--- src/rtl/vertex_xform_sched.sv ---
// Vertex transform sequencer: streams vertices from BRAM into the transform pipe
// under a result-FIFO credit scheme and buffers index-tagged results.

module vertex_xform_sched_chk (
  input logic clk,
  input logic rst,
  input logic push,
  input logic full
);
  // The credit scheme reserves space for every in-flight vertex, so a full write is a design bug.
  no_overflow: assert property (@(posedge clk) disable iff (rst) !(push && full));
endmodule

module vertex_xform_sched #(
  parameter int ADDR_W     = 12,
  parameter int BRAM_LAT   = 2,
  parameter int FIFO_DEPTH = 16
) (
  input  logic              clk,
  input  logic              rst,
  input  logic              start,
  input  logic [ADDR_W-1:0] num_verts,
  output logic              busy,
  output logic              done,
  output logic [ADDR_W-1:0] vtx_addr,
  output logic              vtx_en,
  input  logic [95:0]       vtx_data,
  output logic [3:0][31:0]  xf_pos,
  output logic              xf_v_in,
  input  logic [3:0][31:0]  xf_new_pos,
  input  logic              xf_v_out,
  output logic [127:0]      res_data,
  output logic [ADDR_W-1:0] res_idx,
  output logic              res_valid,
  input  logic              res_ready
);
  localparam int PW = $clog2(FIFO_DEPTH);
  localparam int CW = $clog2(FIFO_DEPTH + 1);

  typedef enum logic [1:0] {IDLE, RUN, DRAIN, DONE} state_t;

  state_t              state_r, state_nx;
  logic [ADDR_W-1:0]   num_r, num_nx, cnt_r, cnt_base_s, ret_r, vtx_addr_r;
  logic [CW-1:0]       credits_r, crd_avail_s;
  logic                vtx_en_r, issue_nx;
  logic [BRAM_LAT-1:0] pipe_r, shift_s;
  logic [3:0][31:0]    xf_pos_r;
  logic [PW:0]         wp_r, rp_r;
  logic [127+ADDR_W:0] mem_r [FIFO_DEPTH];
  logic [127+ADDR_W:0] head_s;
  logic                push_s, pop_s, full_s, accept_s;

  assign accept_s = (state_r == IDLE) && start;
  assign push_s   = xf_v_out && (state_r != IDLE);
  assign pop_s    = res_valid && res_ready;
  assign full_s   = (wp_r[PW] != rp_r[PW]) && (wp_r[PW-1:0] == rp_r[PW-1:0]);
  // The last shift stage is xf_v_in itself; its input bit tells when vtx_data is to be captured.
  assign shift_s  = (pipe_r << 1) | BRAM_LAT'(vtx_en_r);

  // Next state plus one-cycle look-ahead issue decision, so vtx_en/vtx_addr come straight from flops.
  always_comb begin
    state_nx    = state_r;
    num_nx      = num_r;
    cnt_base_s  = cnt_r;
    case (state_r)
      IDLE: begin
        if (start) begin
          num_nx     = num_verts;
          cnt_base_s = {ADDR_W{1'b0}};
          state_nx   = (num_verts == {ADDR_W{1'b0}}) ? DONE : RUN;
        end else begin
          state_nx = IDLE;
        end
      end
      RUN: begin
        if ((cnt_r == num_r) && !vtx_en_r && (pipe_r == {BRAM_LAT{1'b0}})) begin
          state_nx = DRAIN;
        end else begin
          state_nx = RUN;
        end
      end
      DRAIN: begin
        if ((ret_r == num_r) && (wp_r == rp_r)) begin
          state_nx = DONE;
        end else begin
          state_nx = DRAIN;
        end
      end
      DONE:    state_nx = IDLE;
      default: state_nx = IDLE;
    endcase
    crd_avail_s = credits_r + CW'(pop_s);
    issue_nx    = (state_nx == RUN) && (cnt_base_s < num_nx) && (crd_avail_s != {CW{1'b0}});
  end

  // Control, credit, issue-pipe and FIFO pointer registers.
  always_ff @(posedge clk) begin
    if (rst) begin
      state_r    <= IDLE;
      num_r      <= {ADDR_W{1'b0}};
      cnt_r      <= {ADDR_W{1'b0}};
      ret_r      <= {ADDR_W{1'b0}};
      credits_r  <= CW'(FIFO_DEPTH);
      vtx_en_r   <= 1'b0;
      vtx_addr_r <= {ADDR_W{1'b0}};
      pipe_r     <= {BRAM_LAT{1'b0}};
      xf_pos_r   <= 128'h0;
      wp_r       <= {(PW+1){1'b0}};
      rp_r       <= {(PW+1){1'b0}};
    end else begin
      state_r    <= state_nx;
      num_r      <= num_nx;
      cnt_r      <= cnt_base_s + ADDR_W'(issue_nx);
      credits_r  <= crd_avail_s - CW'(issue_nx);
      vtx_en_r   <= issue_nx;
      vtx_addr_r <= issue_nx ? cnt_base_s : vtx_addr_r;
      pipe_r     <= shift_s;
      if (shift_s[BRAM_LAT-1]) begin
        xf_pos_r <= {vtx_data, 32'h3f80_0000};
      end
      ret_r      <= accept_s ? {ADDR_W{1'b0}} : ret_r + ADDR_W'(push_s);
      wp_r       <= wp_r + (PW+1)'(push_s);
      rp_r       <= rp_r + (PW+1)'(pop_s);
    end
  end

  // Result storage; contents are don't-care while empty, so no reset.
  always_ff @(posedge clk) begin
    if (push_s) begin
      mem_r[wp_r[PW-1:0]] <= {xf_new_pos, ret_r};
    end
  end

  assign head_s    = mem_r[rp_r[PW-1:0]];
  assign res_data  = head_s[ADDR_W +: 128];
  assign res_idx   = head_s[ADDR_W-1:0];
  assign res_valid = (wp_r != rp_r);
  assign busy      = (state_r != IDLE);
  assign done      = (state_r == DONE);
  assign vtx_en    = vtx_en_r;
  assign vtx_addr  = vtx_addr_r;
  assign xf_v_in   = pipe_r[BRAM_LAT-1];
  assign xf_pos    = xf_pos_r;

  vertex_xform_sched_chk u_chk (
    .clk  (clk),
    .rst  (rst),
    .push (push_s),
    .full (full_s)
  );
endmodule

--- config.mk ---
export PLATFORM = sky130hd
export DESIGN_NAME = vertex_xform_sched
export DESIGN_NICKNAME = d
export VERILOG_FILES = /design/src/rtl/vertex_xform_sched.sv
export SDC_FILE = /design/constraint.sdc
export NUM_CORES = 2
export LEC_CHECK = 0
export BUFFER_PORTS_ARGS = -buffer_cell sky130_fd_sc_hd__buf_2
export CORE_UTILIZATION = 30
export CTS_BUF_LIST = sky130_fd_sc_hd__clkbuf_16
export DETAILED_ROUTE_END_ITERATION = 12
export PLACE_DENSITY_LB_ADDON = 0.25
export SLEW_MARGIN = 10
export SYNTH_ARGS = -nofsm -noshare
export SYNTH_HDL_FRONTEND = slang
export SYNTH_SLANG_ARGS = --single-unit
--- constraint.sdc ---
create_clock -name clk -period 15.4 [get_ports clk]
set_clock_uncertainty 0.15 [all_clocks]
set_input_delay 0.77 -clock clk [delete_from_list [all_inputs] [get_ports clk]]
set_output_delay 0.77 -clock clk [all_outputs]
set_load 0.1 [all_outputs]
## After elaboration in Yosys (flattened, before gate mapping)

Memory sizes are Yosys's and may differ from the RTL's. A register that Yosys moved wholly into a read port is not among the register bits.
Index checks and enable logic that the tools add are counted.

- Register bits: 165
- Bits in latches: 0
- RAM bits: 2240
- Memory bits (read-only): 0
- Input bits: 241
- Output and inout bits: 285
- Logic and storage cells: 58
- Memories: 1

- Add/sub/neg operators: 6
- $mul: 0
- Divide/modulo/power cells: 0
- $lt $le $gt $ge: 1
- Equality and inequality tests: 8
- Shifts and indexed selects: 0
- Mux-type cells: 12
- Bitwise logic cells: 1
- Reductions and logical operators: 15

Memory list:

| name | depth | bits a word | read ports | clocked after Yosys merged registers in | write ports | RTL line | source |
|---|---|---|---|---|---|---|---|
| mem_r | 16 | 140 | 1 | 1 | 1 | 49 | `logic [127+ADDR_W:0] mem_r [FIFO_DEPTH];` |

Operator list:

| cell | number |
|---|---|
| 2-to-1 mux 12 bit | 4 |
| adder 12 x 1 -> 12 bit | 2 |
| == test 12 bit | 2 |
| adder 5 x 1 -> 5 bit | 3 |
| logical NOT 12 bit | 1 |
| < comparator 12 bit | 1 |
| logical AND 1 bit | 8 |
| one-hot mux 2 bit (4 select lines) | 1 |
| 2-to-1 mux 2 bit | 3 |
| == test 5 bit | 1 |
| != test 5 bit | 1 |
| nonzero test 5 bit | 1 |
| subtractor 5 x 1 -> 5 bit | 1 |
| == test 2 x 1 -> 1 bit (second input constant) | 2 |
| == test 2 bit (second input constant) | 2 |
| logical NOT 2 bit | 2 |
| 2-to-1 mux 4 bit | 1 |
| 2-to-1 mux 1 bit | 3 |
| bitwise OR 2 x 1 -> 2 bit | 1 |
| nonzero test 2 bit | 1 |
| OR reduction 2 bit | 1 |
| logical NOT 1 bit | 1 |

## Longest topological paths before layout

- Depth after elaboration: 9
- Depth in mapped cells: 20
- Depth with buffers taken out: 18

## Least setup slack after synthesis

No wires, ideal clock.

- Path kind: flip-flop to flip-flop
- Start point: register state_r[1]
- End point: memory mem_r[0][0] in the netlist's numbering (enable)
- Setup time: 0.811 ns
- Data arrival time: 10.886 ns
- Data required time: 14.439 ns
- Slack: 3.552 ns
- Cell stages (with the launch flop): 5
- Path buffers: 0
- Clock period less this slack: 11.848 ns
- Cells stage by stage: dfxtp_1 -> or2_2 -> nand2_1 -> or3_1 -> nor3_1

- Cells in the longest elaborated chain, start to end: 4

Ends and longest elaborated chain:

| element | RTL line | source |
|---|---|---|
| from (decl) | 42 | `state_t state_r, state_nx;` |
| from (signal assigned) | 111 | `state_r <= state_nx;` |
| nonzero test 2 bit | n/a |  |
| named net busy | 23 | `output logic busy,` |
| logical AND 1 bit | 54 | `assign push_s = xf_v_out && (state_r != IDLE);` |
| 2-to-1 mux 1 bit | 129 | `if (push_s) begin` |
| 2-to-1 mux 1 bit (implied by the code) | 130 | `mem_r[wp_r[PW-1:0]] <= {xf_new_pos, ret_r};` |
| to (decl) | 49 |  |

The timed path passes the listed nets, and every way through them passes these cells.

==> impl_metrics.env <==
export IMPL_drv_cap=0
export IMPL_io_pins=526
export IMPL_synth_top_cells_by_count="2240 x edfxtp_1, 700 x mux4_2, 165 x dfxtp_1"
export IMPL_period_share_pct=49.99
export IMPL_peakVddDrop_v=0.00009031
export IMPL_clockRootBuffer="clkbuf_16"
export IMPL_clk_latency_ns=0.87
export IMPL_cts_tree="built"
export IMPL_finalHoldViolations=0
export IMPL_slew_viol_final=0
export IMPL_nets=4865
export IMPL_grt_pass1_wl_mm=335.9
export IMPL_grt_use_total_pct=15.17
export IMPL_status="complete, no violations"
export IMPL_hp_class="in2reg"
export IMPL_core_area_um2=300800
export IMPL_ff2ff_setup_slack_ns=10.31
export IMPL_ys_seq_area_share_pct=77.55
export IMPL_io_buffers=500
export IMPL_antenna_found_initial=53
export IMPL_syn2layout_area_growth_pct=18.52
export IMPL_cp_arrival_ns=6.78
export IMPL_cp_data_required_time_ns=14.48
export IMPL_detailed_place_hpwl_mm=122.4
export IMPL_vias=42531
export IMPL_yosysMostFrequentCell="edfxtp_1"
export IMPL_num_rows=201
export IMPL_p_per_area_nw_per_um2=141.7
export IMPL_synth_async_reset_ratio_pct=0
export IMPL_synthTopCellsByArea="edfxtp_1 74%, mux4_2 17%, dfxtp_1 3.6%, mux2i_1 1.3%, nor2_1 0.66%"
export IMPL_fmax_mhz=129.9
export IMPL_tns_ns=0
export IMPL_yosysTopAreaCell="edfxtp_1"
export IMPL_yosysTopAreaCellShare_pct=73.92
export IMPL_wl_per_cell_um=26.78
export IMPL_synth_avg_cell_area_um2=23.65
export IMPL_start_util_pct=30.25
export IMPL_synth_ff_type="edfxtp_1"
export IMPL_grt_overflow=0
export IMPL_cts_resized=0
export IMPL_fill_cells=27530
export IMPL_grt_pass1_vias=45386
export IMPL_die_h_um=552.7
export IMPL_clkTransAtPathRegs_ns=0.06
export IMPL_critPathLaunchType="flop"
export IMPL_cp_max_fo=148
export IMPL_worst_slew_pin_slew_ns=1.308
export IMPL_gp_congestion=0.8171
export IMPL_cts_buffers=272
export IMPL_cts_buffer_depth=4
export IMPL_cts_sinks=2405
export IMPL_htree_levels=5
export IMPL_synth_edf_count=2240
export IMPL_routed_via_density=4.842
export IMPL_dr_pass1_iters=5
export IMPL_first_iter_violations=3606
export IMPL_end_kind="output pin"
export IMPL_grt_setup_unrepaired="false"
export IMPL_grt_max_degree=153
export IMPL_p_leak_nw=34.04
export IMPL_drc=0
export IMPL_path_class="reg2out"
export IMPL_drive_gt1_share_pct=34.95
export IMPL_wirelength_mm=235.3
export IMPL_netlist_area_um2=90990
export IMPL_slew_headroom_pct=12.77
export IMPL_ys_seq_elements=2405
export IMPL_die_area_um2=305500
export IMPL_netlist_instances=3847
export IMPL_chipWidth_um=552.7
export IMPL_postRouteAntennaNets=0
export IMPL_synthDistinctLibCells=47
export IMPL_yosysWarnings=0
export IMPL_setup_violations=0
export IMPL_layout_min_cycle_time_ns=7.699
export IMPL_p_total_w=0.01528
[per-stage QoR]
step | cell area (um^2) | utilization [%] | cells | worst slack, ns | hold WS (ns)
after CTS | 107800 | 35.84 | 8773 | 7.698 | 0.01937
final | 107800 | 35.85 | 8784 | 7.701 | 0.1153
after global routing | 107800 | 35.85 | 8774 | 7.497 | 0.07098
after global placement | 98270 | 32.67 | 8185 | 8.675 | 0.3112
after detailed placement | 98270 | 32.67 | 8185 | 8.670 | 0.3160
after floorplan | 91080 | - | 3871 | 3.552 | 0.3346
[cell usage in the layout, fill, tap and decap left out, types with 4 or more instances in the layout]
cell type and n:
a21oi_1 10, and2_1 10, buf_12 11, buf_2 499, buf_4 72, bufinv_16 18, clkbuf_16 276, clkinv_1 54
clkinv_2 45, clkinv_4 5, clkinv_8 9, clkinvlp_4 4, conb_1 25, dfxtp_1 160, dfxtp_4 5, diode_2 11
dlygate4sd3_1 100, edfxtp_1 2240, ha_1 23, inv_1 76, inv_6 9, mux2i_1 116, mux4_2 700, nand2_1 13
nand2b_1 21, nand3_1 18, nand4_1 7, nor2_1 147, nor2_4 12, nor2b_1 12, nor3_1 7, nor3_2 4
nor4_1 7, o21ai_0 7, or3_1 7, xnor2_1 23, xor2_1 33
[critical path, stage by stage (launching register included)]
cell	delay [ns]
dfxtp_4	0.85
buf_4	0.79
buf_4	0.85
buf_4	0.75
buf_12	0.56
mux4_2	0.43
mux4_2	0.57
buf_2	0.33
[sequential cells by signal, summed over array words and instances, names as in the netlist]
| signal | flops |
|---|---|
| cnt_r | 12 |
| credits_r | 5 |
| mem_r | 2240 |
| num_r | 12 |
| pipe_r | 2 |
| ret_r | 12 |
| rp_r | 5 |
| state_r | 2 |
| vtx_addr | 12 |
| vtx_en | 1 |
| wp_r | 5 |
| xf_pos | 97 |
[metal layers]
layer / global-route usage [%] / vias to the layer above / wire (um)
met5: 0 / - / 135
li1: - / 17762 / -
met3: 2.914 / 367 / 13660
met4: 4.144 / 22 / 5935
met2: 24.96 / 1240 / 113600
met1: 20.50 / 23140 / 102000
[report_power, final]
part           total [W]  internal, W  switching (W)
combinational    0.00183     0.000606        0.00123
clock            0.00620      0.00358        0.00262
sequential       0.00725      0.00720      0.0000524
total             0.0153       0.0114        0.00390
[cell families after synthesis]
family | share of synthesized area (%)
fa+ha+maj | 0.3163
flops | 77.55
mux | 18.65
xor+xnor | 0.5390
compound gates | 0.1925
simple gates | 1.423
buf+inv | 1.319
other cells | 0.004121
[timing repair]
action / 4_1_cts / 5_1_grt
buffers inserted: 0 / 0
endpoints found under the hold margin: 100 / 0
hold buffers: 100 / 0
[final timing paths]
check / startpoint / to / cells after the start
max: rp_r[1] / res_data[96] / 7
min reg2reg: vtx_addr[11] / vtx_addr[11] / 2
max reg2reg: rp_r[3] / cnt_r[11] / 17
min: xf_new_pos[3] / mem_r[10][15] / 1
[cell type report]
type                    count  area, um^2  share of cell area (%)
inverters                  14       52.55                 0.04873
multi-input cells        1226       19420                   18.01
well taps                3958        4952                   4.592
diodes                     11       27.53                 0.02552
clock inverters           212        1634                   1.515
flip-flops and latches   2405       70590                   65.45
repair buffers            682        4259                   3.949
clock buffers             276        6907                   6.404
Power figures use the tool's default switching activity.
